==> config.mk <==
export PLATFORM = sky130hd
export DESIGN_NAME = uart_cmd_ctrl
export DESIGN_NICKNAME = d
export VERILOG_FILES = /design/src/rtl/uart_cmd_pkg.sv /design/src/rtl/uart_cmd_buf.sv /design/src/rtl/uart_cmd_ctrl.sv
export SDC_FILE = /design/constraint.sdc
export NUM_CORES = 1
export LEC_CHECK = 0
export CORE_ASPECT_RATIO = 1.1
export CORE_MARGIN = 3
export CORE_UTILIZATION = 38
export DETAILED_ROUTE_END_ITERATION = 16
export GPL_ROUTABILITY_DRIVEN = 0
export PLACE_DENSITY = 0.59
export SKIP_CTS_REPAIR_TIMING = 1
export SLEW_MARGIN = 20
export SYNTH_ARGS = -nofsm -noshare
export SYNTH_HDL_FRONTEND = slang
export SYNTH_HIERARCHICAL = 1
export SYNTH_SLANG_ARGS = --single-unit
==> constraint.sdc <==
create_clock -name i_Clock -period 6.9 [get_ports i_Clock]
set_input_delay 1.035 -clock i_Clock [delete_from_list [all_inputs] [get_ports i_Clock]]
set_output_delay 1.035 -clock i_Clock [all_outputs]
set_load 0.005 [all_outputs]
==> src/rtl/uart_cmd_pkg.sv <==
// Shared constants and types for the UART command frame parser.
package uart_cmd_pkg;

    localparam logic [7:0] SYNC_BYTE = 8'hA5;
    localparam logic [7:0] CMD_WR    = 8'h01;
    localparam logic [7:0] CMD_RD    = 8'h02;

    // Default UART bit period in system clocks; the inter-byte timeout is 20 bit times.
    localparam int CLKS_PER_BIT = 87;

    typedef enum logic [2:0] {
        ST_IDLE,
        ST_CMD,
        ST_ADDR,
        ST_LEN,
        ST_PAYLOAD,
        ST_CSUM,
        ST_COMMIT
    } state_t;

    typedef enum logic [2:0] {
        ERR_NONE    = 3'd0,
        ERR_CSUM    = 3'd1,
        ERR_TIMEOUT = 3'd2,
        ERR_BAD_CMD = 3'd3,
        ERR_BAD_LEN = 3'd4,
        ERR_OVERRUN = 3'd5
    } err_code_t;

    // 8-bit wrapping checksum accumulation.
    function automatic logic [7:0] csum_add(input logic [7:0] acc, input logic [7:0] b);
        return acc + b;
    endfunction

endpackage

==> src/rtl/uart_cmd_buf.sv <==
// Payload staging buffer: register file written while a frame is received,
// read combinationally by the commit sequencer. Storage is not reset.
module uart_cmd_buf #(
    parameter int DEPTH = 16
) (
    input  logic       clk,
    input  logic       wr_en,
    input  logic [7:0] wr_idx,
    input  logic [7:0] wr_data,
    input  logic [7:0] rd_idx,
    output logic [7:0] rd_data
);
    localparam int AW = (DEPTH > 1) ? $clog2(DEPTH) : 1;
    localparam logic [8:0] DEPTH_W = 9'(DEPTH);

    logic [7:0] mem [DEPTH];

    // Store each payload byte at its index; out-of-range indices are ignored.
    always_ff @(posedge clk) begin
        if (wr_en && ({1'b0, wr_idx} < DEPTH_W)) begin
            mem[wr_idx[AW-1:0]] <= wr_data;
        end
    end

    // Out-of-range reads (one past the last beat) return zero.
    assign rd_data = ({1'b0, rd_idx} < DEPTH_W) ? mem[rd_idx[AW-1:0]] : 8'h00;

endmodule

==> src/rtl/uart_cmd_ctrl.sv <==
// Host command frame parser and sequencer: hunts the sync byte, collects
// CMD/ADDR/LEN/payload/CSUM, verifies the checksum, then streams register
// writes or issues a single read request.
module uart_cmd_ctrl
    import uart_cmd_pkg::*;
#(
    parameter int MAX_LEN      = 16,
    parameter int TIMEOUT_CLKS = 20 * CLKS_PER_BIT
) (
    input  logic       i_Clock,
    input  logic       i_Rst_L,
    input  logic       i_RX_DV,
    input  logic [7:0] i_RX_Byte,
    output logic       o_Wr_Valid,
    input  logic       i_Wr_Ready,
    output logic [7:0] o_Wr_Addr,
    output logic [7:0] o_Wr_Data,
    output logic       o_Rd_Req,
    output logic [7:0] o_Rd_Addr,
    output logic [7:0] o_Rd_Len,
    output logic       o_Busy,
    output logic       o_Err,
    output logic [2:0] o_Err_Code,
    output logic [7:0] o_Frame_Cnt
);
    localparam int TW = (TIMEOUT_CLKS > 1) ? $clog2(TIMEOUT_CLKS) : 1;
    localparam logic [TW-1:0] T_LAST    = TW'(TIMEOUT_CLKS - 1);
    localparam logic [7:0]    MAX_LEN_B = 8'(MAX_LEN);

    state_t          state_reg, state_next;
    err_code_t       err_code_reg, err_code_next;
    logic            is_write_reg, is_write_next;
    logic [7:0]      addr_reg, addr_next;
    logic [7:0]      len_reg, len_next;
    logic [7:0]      csum_reg, csum_next;
    logic [7:0]      pay_idx_reg, pay_idx_next;
    logic [7:0]      commit_cnt_reg, commit_cnt_next;
    logic [TW-1:0]   tcnt_reg, tcnt_next;
    logic            wr_valid_reg, wr_valid_next;
    logic [7:0]      wr_addr_reg, wr_addr_next;
    logic [7:0]      wr_data_reg, wr_data_next;
    logic            rd_req_reg, rd_req_next;
    logic [7:0]      rd_addr_reg, rd_addr_next;
    logic [7:0]      rd_len_reg, rd_len_next;
    logic            err_reg, err_next;
    logic [7:0]      frame_cnt_reg, frame_cnt_next;

    logic            buf_wr_en;
    logic [7:0]      buf_rd_idx;
    logic [7:0]      buf_rd_data;
    logic [7:0]      csum_with_byte;

    uart_cmd_buf #(
        .DEPTH (MAX_LEN)
    ) u_buf (
        .clk     (i_Clock),
        .wr_en   (buf_wr_en),
        .wr_idx  (pay_idx_reg),
        .wr_data (i_RX_Byte),
        .rd_idx  (buf_rd_idx),
        .rd_data (buf_rd_data)
    );

    assign csum_with_byte = csum_add(csum_reg, i_RX_Byte);

    // Next-state, datapath and output logic; a received byte always takes priority over timeout.
    always_comb begin
        state_next      = state_reg;
        err_code_next   = err_code_reg;
        is_write_next   = is_write_reg;
        addr_next       = addr_reg;
        len_next        = len_reg;
        csum_next       = csum_reg;
        pay_idx_next    = pay_idx_reg;
        commit_cnt_next = commit_cnt_reg;
        tcnt_next       = tcnt_reg;
        wr_valid_next   = wr_valid_reg;
        wr_addr_next    = wr_addr_reg;
        wr_data_next    = wr_data_reg;
        rd_req_next     = 1'b0;
        rd_addr_next    = rd_addr_reg;
        rd_len_next     = rd_len_reg;
        err_next        = 1'b0;
        frame_cnt_next  = frame_cnt_reg;
        buf_wr_en       = 1'b0;
        buf_rd_idx      = 8'd0;

        case (state_reg)
            ST_IDLE: begin
                tcnt_next = '0;
                if (i_RX_DV && (i_RX_Byte == SYNC_BYTE)) begin
                    csum_next    = 8'd0;
                    pay_idx_next = 8'd0;
                    state_next   = ST_CMD;
                end
            end

            ST_COMMIT: begin
                // Prefetch the byte for the beat after the current one.
                buf_rd_idx = commit_cnt_reg + 8'd1;
                if (i_RX_DV) begin
                    err_next      = 1'b1;
                    err_code_next = ERR_OVERRUN;
                end
                if (wr_valid_reg && i_Wr_Ready) begin
                    if (commit_cnt_reg == (len_reg - 8'd1)) begin
                        wr_valid_next   = 1'b0;
                        commit_cnt_next = 8'd0;
                        frame_cnt_next  = frame_cnt_reg + 8'd1;
                        state_next      = ST_IDLE;
                    end else begin
                        commit_cnt_next = commit_cnt_reg + 8'd1;
                        wr_addr_next    = wr_addr_reg + 8'd1;
                        wr_data_next    = buf_rd_data;
                    end
                end
            end

            default: begin
                if (i_RX_DV) begin
                    tcnt_next = '0;
                    case (state_reg)
                        ST_CMD: begin
                            if ((i_RX_Byte == CMD_WR) || (i_RX_Byte == CMD_RD)) begin
                                is_write_next = (i_RX_Byte == CMD_WR);
                                csum_next     = csum_with_byte;
                                state_next    = ST_ADDR;
                            end else begin
                                err_next      = 1'b1;
                                err_code_next = ERR_BAD_CMD;
                                state_next    = ST_IDLE;
                            end
                        end
                        ST_ADDR: begin
                            addr_next  = i_RX_Byte;
                            csum_next  = csum_with_byte;
                            state_next = ST_LEN;
                        end
                        ST_LEN: begin
                            if ((i_RX_Byte == 8'd0) || (is_write_reg && (i_RX_Byte > MAX_LEN_B))) begin
                                err_next      = 1'b1;
                                err_code_next = ERR_BAD_LEN;
                                state_next    = ST_IDLE;
                            end else begin
                                len_next   = i_RX_Byte;
                                csum_next  = csum_with_byte;
                                state_next = is_write_reg ? ST_PAYLOAD : ST_CSUM;
                            end
                        end
                        ST_PAYLOAD: begin
                            buf_wr_en    = 1'b1;
                            csum_next    = csum_with_byte;
                            pay_idx_next = pay_idx_reg + 8'd1;
                            if (pay_idx_reg == (len_reg - 8'd1)) begin
                                state_next = ST_CSUM;
                            end
                        end
                        ST_CSUM: begin
                            if (csum_with_byte != 8'd0) begin
                                err_next      = 1'b1;
                                err_code_next = ERR_CSUM;
                                state_next    = ST_IDLE;
                            end else if (is_write_reg) begin
                                wr_valid_next   = 1'b1;
                                wr_addr_next    = addr_reg;
                                wr_data_next    = buf_rd_data;
                                commit_cnt_next = 8'd0;
                                state_next      = ST_COMMIT;
                            end else begin
                                rd_req_next    = 1'b1;
                                rd_addr_next   = addr_reg;
                                rd_len_next    = len_reg;
                                frame_cnt_next = frame_cnt_reg + 8'd1;
                                state_next     = ST_IDLE;
                            end
                        end
                        default: begin
                        end
                    endcase
                end else if (tcnt_reg == T_LAST) begin
                    err_next      = 1'b1;
                    err_code_next = ERR_TIMEOUT;
                    state_next    = ST_IDLE;
                end else begin
                    tcnt_next = tcnt_reg + 1'b1;
                end
            end
        endcase
    end

    // State and datapath registers; reset aborts any frame or commit in progress.
    always_ff @(posedge i_Clock or negedge i_Rst_L) begin
        if (!i_Rst_L) begin
            state_reg      <= ST_IDLE;
            err_code_reg   <= ERR_NONE;
            is_write_reg   <= 1'b0;
            addr_reg       <= 8'd0;
            len_reg        <= 8'd0;
            csum_reg       <= 8'd0;
            pay_idx_reg    <= 8'd0;
            commit_cnt_reg <= 8'd0;
            tcnt_reg       <= '0;
            wr_valid_reg   <= 1'b0;
            wr_addr_reg    <= 8'd0;
            wr_data_reg    <= 8'd0;
            rd_req_reg     <= 1'b0;
            rd_addr_reg    <= 8'd0;
            rd_len_reg     <= 8'd0;
            err_reg        <= 1'b0;
            frame_cnt_reg  <= 8'd0;
        end else begin
            state_reg      <= state_next;
            err_code_reg   <= err_code_next;
            is_write_reg   <= is_write_next;
            addr_reg       <= addr_next;
            len_reg        <= len_next;
            csum_reg       <= csum_next;
            pay_idx_reg    <= pay_idx_next;
            commit_cnt_reg <= commit_cnt_next;
            tcnt_reg       <= tcnt_next;
            wr_valid_reg   <= wr_valid_next;
            wr_addr_reg    <= wr_addr_next;
            wr_data_reg    <= wr_data_next;
            rd_req_reg     <= rd_req_next;
            rd_addr_reg    <= rd_addr_next;
            rd_len_reg     <= rd_len_next;
            err_reg        <= err_next;
            frame_cnt_reg  <= frame_cnt_next;
        end
    end

    assign o_Wr_Valid  = wr_valid_reg;
    assign o_Wr_Addr   = wr_addr_reg;
    assign o_Wr_Data   = wr_data_reg;
    assign o_Rd_Req    = rd_req_reg;
    assign o_Rd_Addr   = rd_addr_reg;
    assign o_Rd_Len    = rd_len_reg;
    assign o_Busy      = (state_reg != ST_IDLE);
    assign o_Err       = err_reg;
    assign o_Err_Code  = err_code_reg;
    assign o_Frame_Cnt = frame_cnt_reg;

endmodule
Word level (Yosys, flattened, before mapping)
Memories as Yosys holds them, arrays and structs flattened.
Cells that the tools add are included.
{ "word_totals": {"register_bits": 101, "ram_bits": 128, "mem_count": 1} }
{ "memory_table": {"columns": ["name", "words", "word_bits", "rd", "rd_clocked_by_memory_dff", "write_ports", "line", "source"], "rows": [
  ["u_buf.mem", 16, 8, 1, 0, 1, "uart_cmd_buf.sv:16", "logic [7:0] mem [DEPTH];"]
]} }
{ "classes": {"addsub": 7, "magnitude_cmp": 3, "n_eq_ne": 28, "mux": 88, "n_bitwise": 6, "n_reduce_logical": 33} }
{ "ops": {"columns": ["cell", "n"], "rows": [
  ["8-bit two-way mux", 32],
  ["8-bit one-hot mux with 2 select lines", 6],
  ["3-bit two-way mux", 15],
  ["8-bit by 1-bit adder with 8-bit output, second input constant", 4],
  ["7-bit AND reduction", 4],
  ["8-bit one-hot mux with 3 select lines", 1],
  ["1-bit two-way mux", 23],
  ["11-bit two-way mux", 2],
  ["11-bit one-hot mux with 2 select lines", 1],
  ["6-bit AND reduction", 3],
  ["8-bit == test", 2],
  ["8-bit by 5-bit less-than comparator with 1-bit output, second input constant", 2],
  ["3-bit one-hot mux with 5 select lines", 1],
  ["4-bit != test, second input constant", 3],
  ["3-bit one-hot mux with 2 select lines", 2],
  ["4-bit AND reduction", 3],
  ["2-bit nonzero test", 6],
  ["11-bit by 1-bit adder with 11-bit output, second input constant", 1],
  ["11-bit == test, second input constant", 1],
  ["2-bit != test, second input constant", 5],
  ["3-bit == test, second input constant", 3],
  ["3-bit one-hot mux with 3 select lines", 1],
  ["8-bit adder", 1],
  ["8-bit by 1-bit == test with 1-bit output, second input constant", 1],
  ["27 further kinds", 42]
]} }

Longest topological paths before layout
{ "depth": {"ltp_word": 9, "ltp_mapped": 12, "mapped_depth_nobuf": 9} }

Cells and area by module
Netlist, hierarchy kept.
{ "by_module_without_submodules": {"columns": ["mod", "n_inst", "cells_per_inst", "area_each_um2"], "rows": [
  ["uart_cmd_ctrl", 1, 598, 5766.8],
  ["uart_cmd_buf", 1, 249, 5062.4]
]} }

Worst setup path after synthesis
No wires, ideal clock.
{ "synth_timing": {"kind": "input port to flip-flop", "from": "input i_RX_Byte[0]", "to": "register wr_data_reg[3], in the netlist o_Wr_Data[3]", "setup_ns": 0.125, "arrival_ns": 3.765, "path_slack_ns": 3.010, "path_stages": 10, "path_buffers": 1, "cell_sequence": "ha_1 fa_1 a211o_1 a21o_1 a21oi_1 or4b_4 o31a_1 a21oi_2 buf_4 mux2_2"} }
{ "synth_between": {"elab_chain_len": 4} }
{ "synth_lines": {"columns": ["element", "line", "source"], "rows": [
  ["start, declared", "uart_cmd_ctrl.sv:13", "input logic [7:0] i_RX_Byte,"],
  ["8-bit adder", "uart_cmd_pkg.sv:32", "return acc + b;"],
  ["8-bit nonzero test", "uart_cmd_ctrl.sv:159", "if (csum_with_byte != 8'd0) begin"],
  ["2-bit by 1-bit != test with 1-bit output (no line)", null, null],
  ["7-bit AND reduction (no line)", null, null],
  ["end signal, assigned", "uart_cmd_ctrl.sv:223", "wr_data_reg <= wr_data_next;"],
  ["end, declared", "uart_cmd_ctrl.sv:41", "logic [7:0] wr_data_reg, wr_data_next;"]
]} }
No other way between the ends.
A chain may end at the register's enable or synchronous reset.

Final worst setup path
{ "layout_timing": {"from": "input i_RX_Byte[3]", "to": "register wr_data_reg[1], in the netlist o_Wr_Data[1]"} }
Same word-level chain as after synthesis.

==> results.md <==
- The post-synthesis xor/xnor area fraction is 3.281%.
- The relative contribution of combinational cells to total power is 13.6%.
- The tightest min-delay check is of the reg -> reg type.
- The final count of pins violating max slew is 0.
- The multiplexer fraction of the synthesized cell area is 11.77%.
- The worst setup path is captured at a register.
- Buffers inserted during clock tree synthesis total 26.
- The tool flagged a number of max-cap violations equal to 0.
- The post-route total power is 3.456 mW.
- The buffer depth of the longest clock path is 3.
- The worst IR drop on VDD is slightly above 200 µV.
- The number of clock sinks is around 230.
- The via count of the routed design is 7,038.
- The total of endpoints with negative setup slack in the final report is 0.
- The final hold violation count is 0.
- The number of DRC markers in iteration 0 is about 460.
- The minimum setup slack in the final design is 2.113 ns.
- The die boundary width is 167.0 µm.
- The die span in y is 183.1 µm.
- The starting utilization of the core area is 38.75%.
- By area, the combinational part of the netlist is dominated by multiplexers.
- The floorplan core area is 0.02795 mm².
- The cell-internal power is between 2 and 3 mW.
- The total I/O pin count is 59.
- In this run, flip-flops and latches consume 46.4% of the power.
- The clock reaches the later pin of the worst-skew pair after 0.52 ns.
- The CTS H-tree depth is 1.
- The register with the most flip-flops in the layout has 128 of them.
- The total DRC errors in the routed layout is 0.
- For the final database, setup skew stands at about 0.015 ns.
- Clock-pin slew was measured on the worst setup and hold paths at roughly 0.06 ns.
- The combined area of the multi-input logic cells is 0.004193 mm².
- The worst path uses 69.38% of the clock period.
- The post-route netlist has around 15% of its cells at a drive strength greater than 1.
- The number of detailed-route iterations in the first pass is 4.
- The cell sitting at the root of the clock tree is a sky130_fd_sc_hd__clkbuf_16.
- The final critical path time including I/O delays and setup is about 4.8 ns.
- The TritonCTS clock tree is yes.
- The cell row count is between 60 and 70.
- The power dissipated by switching net loads is approximately 0.9 mW.
- After detailed routing, the number of vias per cell comes to 5.435.
- Of all nets on the critical path, the largest fanout is 23.
- The leakage power summed over all cells is 4.822 nW.
- The transition time at the pin with the least slew margin is 1.051 ns.
- The post-route antenna net violation count is 0.
- Data on the critical path is required at its endpoint by 7.30 ns.
- The clock network burns 40.0% of the power.
- The area enclosed by the die boundary is slightly above 0.03 mm².
- The nature of the critical path startpoint is an input pin.
- The via count of the first global-routing pass is roughly 7,300.
- The synthesis warning total is 6.
- The total power divided by cell area is 272.7 mW/mm².
- The remaining global-route overflow is 0.
- The setup slack after placement is 1.577 ns.
- After Yosys synthesis, full adders, half adders and majority gates account for approximately 1.8% of the synthesized area.
- The global routing met3 resource utilization is 2.350%.
- The average detailed-routed wire length per instance is 19.43 µm.
- In this run the cell area of the synthesized design comes to about 0.011 mm².
- After the last flow step, the layout net total stands at 938.
- The fmax is ~210 MHz.
- Counting flops and latches in the post-synthesis netlist gives between 200 and 250.
- The fraction of the mapped netlist area in compound gates is 10.06%.
- The global routing met2 resource utilization is 27.53%.
- The count of mapped cells out of synthesis is 847.
- The type of the worst setup path is in -> reg.
- Yosys mapped the design onto 72 distinct sky130hd cell types.
- The register area is 0.006371 mm².
- The initial antenna violation count is 0.
- The setup TNS is 0 ns.
- Yosys mapped a number of flops with a built-in enable equal to ~130.
- The worst slew margin relative to its limit is 29.36%.
- The post-synthesis area per instance is 12.79 µm².
- Entering global routing, the biggest net connects 56 pins.
- The run finished with clean final reports.
- The first global-routing pass estimated between 40 and 50 mm of wire.
- The met1 capacity usage during global routing is 22.73%.
- The number of buffers inserted by port buffering is 58.
- After global routing, the most crowded layer is met2.
- The repair_antennas step left the layout with diodes totalling 0.
- The share of async-settable or async-resettable flops after synthesis is between 40 and 50%.
- The share of total power consumed by net switching is 25.96%.
- The layout filler cell count is 2,506.
- The routed wire length is around 25 mm.
- The most instantiated flip-flop cell in the synthesis netlist is sky130_fd_sc_hd__edfxtp_1.
- The synthesized net count is 873.
- Setup repair after global routing left no endpoint under its margin.
- The basic-gate share of the synthesized area counting and, or, nand and nor cells is 11.69%.
- The share of the yosys chip area belonging to registers is 58.83%.
- The global-route usage over all layers is between 10% and 20%.
- The data arrival time of the critical path is 5.19 ns.
- The area growth from synthesis to final layout is 17.04%.
- The half-perimeter wire length of the detailed placement result is 16.89 mm.
==> cell usage in the layout (no fill, tap or decap), types with 17 or more instances in the layout <==
cell type,Yosys,routed
sky130_fd_sc_hd__o21ai_0,42,42
sky130_fd_sc_hd__nor3_1,21,21
sky130_fd_sc_hd__a21oi_1,35,35
sky130_fd_sc_hd__clkbuf_16,0,27
sky130_fd_sc_hd__buf_4,3,20
sky130_fd_sc_hd__clkdlybuf4s50_1,0,57
sky130_fd_sc_hd__xnor2_1,17,17
sky130_fd_sc_hd__nand2_1,70,70
sky130_fd_sc_hd__mux4_2,20,20
sky130_fd_sc_hd__dfrtp_1,101,101
sky130_fd_sc_hd__edfxtp_1,128,128
sky130_fd_sc_hd__mux2_2,34,34
sky130_fd_sc_hd__nor2_1,51,50
sky130_fd_sc_hd__xor2_1,21,21
sky130_fd_sc_hd__nand3_1,37,37
==> cells in the mapped netlist (all sizes together) (4+ instances only) <==
library cell	instances	share of area, %
nor3	21	0.97
xnor2	17	1.4
a22o	4	0.32
o21a	6	0.42
inv	17	0.59
a211oi	5	0.35
o22ai	4	0.23
nand2	70	2.4
mux2	44	4.9
a22oi	14	0.97
buf	12	0.95
dfrtp	101	23
edfxtp	128	35
o211ai	11	0.76
and3	15	0.87
nand4	11	0.64
nor2	51	1.8
nand3	37	1.7
or2	4	0.23
nor4	6	0.40
o31ai	4	0.28
a21oi	36	1.7
or3	6	0.35
ha	13	1.5
nand2b	7	0.40
or4	4	0.31
nor2b	8	0.46
clkbuf	28	0.97
mux2i	16	1.5
o21ai	42	1.9
xor2	21	1.7
mux4	25	5.4
==> metal layers <==
layer  part of all wire (%)  wire length (µm)
met5                      0                 0
met4                    2.1               536
met3                    4.3              1080
met2                     48             12000
met1                     46             11540
==> cell families (layout without fill, tap and decap cells) <==
kind of cell / after synthesis / after routing
compound gates: 165 / 165
mux: 85 / 85
simple gates: 255 / 255
buf+inv: 59 / 144
flops: 229 / 229
xor+xnor: 39 / 39
fa+ha+maj: 15 / 15
==> critical path: stages <==
cell and delay, ns:
sky130_fd_sc_hd__clkdlybuf4s50_1 0.97, sky130_fd_sc_hd__ha_1 0.40, sky130_fd_sc_hd__or2_2 0.32, sky130_fd_sc_hd__a21o_1 0.19, sky130_fd_sc_hd__a21oi_1 0.13, sky130_fd_sc_hd__or4b_4 0.51, sky130_fd_sc_hd__o31a_1 0.52, sky130_fd_sc_hd__a21oi_2 0.66
sky130_fd_sc_hd__mux2_2 0.42
==> through the flow <==
| step | hold slack [ns] | util (%) | instances | instance area [µm²] |
|---|---|---|---|---|
| after floorplan | 0.4647 | - | 847 | 10830 |
| after global placement | 0.4612 | 42.23 | 1246 | 11800 |
| after detailed placement | 0.4698 | 42.23 | 1246 | 11800 |
| after CTS | 0.4775 | 45.33 | 1294 | 12670 |
| after global routing | 0.5041 | 45.35 | 1295 | 12670 |
| final | 0.4702 | 45.35 | 1295 | 12670 |
==> power groups by stage <==
stage | sequential (mW) | clock, mW | combinational, mW
detailed placement | 1.63 | 0 | 0.471
global route | 1.62 | 1.48 | 0.531
global placement | 1.63 | 0 | 0.468
floorplan | 1.59 | 0 | 0.336
CTS | 1.60 | 1.42 | 0.475
finish | 1.60 | 1.38 | 0.471
==> worst paths after layout <==
check	from	end	slack, ns	cells after the start
setup / recovery	i_RX_Byte[3]	o_Wr_Data[1]$_DFFE_PN0P_	2.11	9
hold / removal	o_Frame_Cnt[7]$_DFFE_PN0P_	o_Frame_Cnt[7]$_DFFE_PN0P_	0.47	1
setup reg to reg	state_reg[2]$_DFFE_PN0P_	o_Wr_Data[6]$_DFFE_PN0P_	2.78	8
hold reg to reg	o_Frame_Cnt[7]$_DFFE_PN0P_	o_Frame_Cnt[7]$_DFFE_PN0P_	0.47	1
max in group asynchronous	i_Rst_L	csum_reg[1]$_DFFE_PN0P_	5.20	2
min in group asynchronous	i_Rst_L	o_Rd_Addr[5]$_DFFE_PN0P_	0.53	1
==> cell type report <==
cell class	count	share of cell area, %
well taps	363	3.583
inverters	19	0.5627
repair buffers	77	5.686
clock buffers	32	5.479
flip-flops and latches	229	50.27
multi-input cells	559	33.08
clock inverters	16	1.343
No activity file was read; power rests on OpenSTA's default activity.
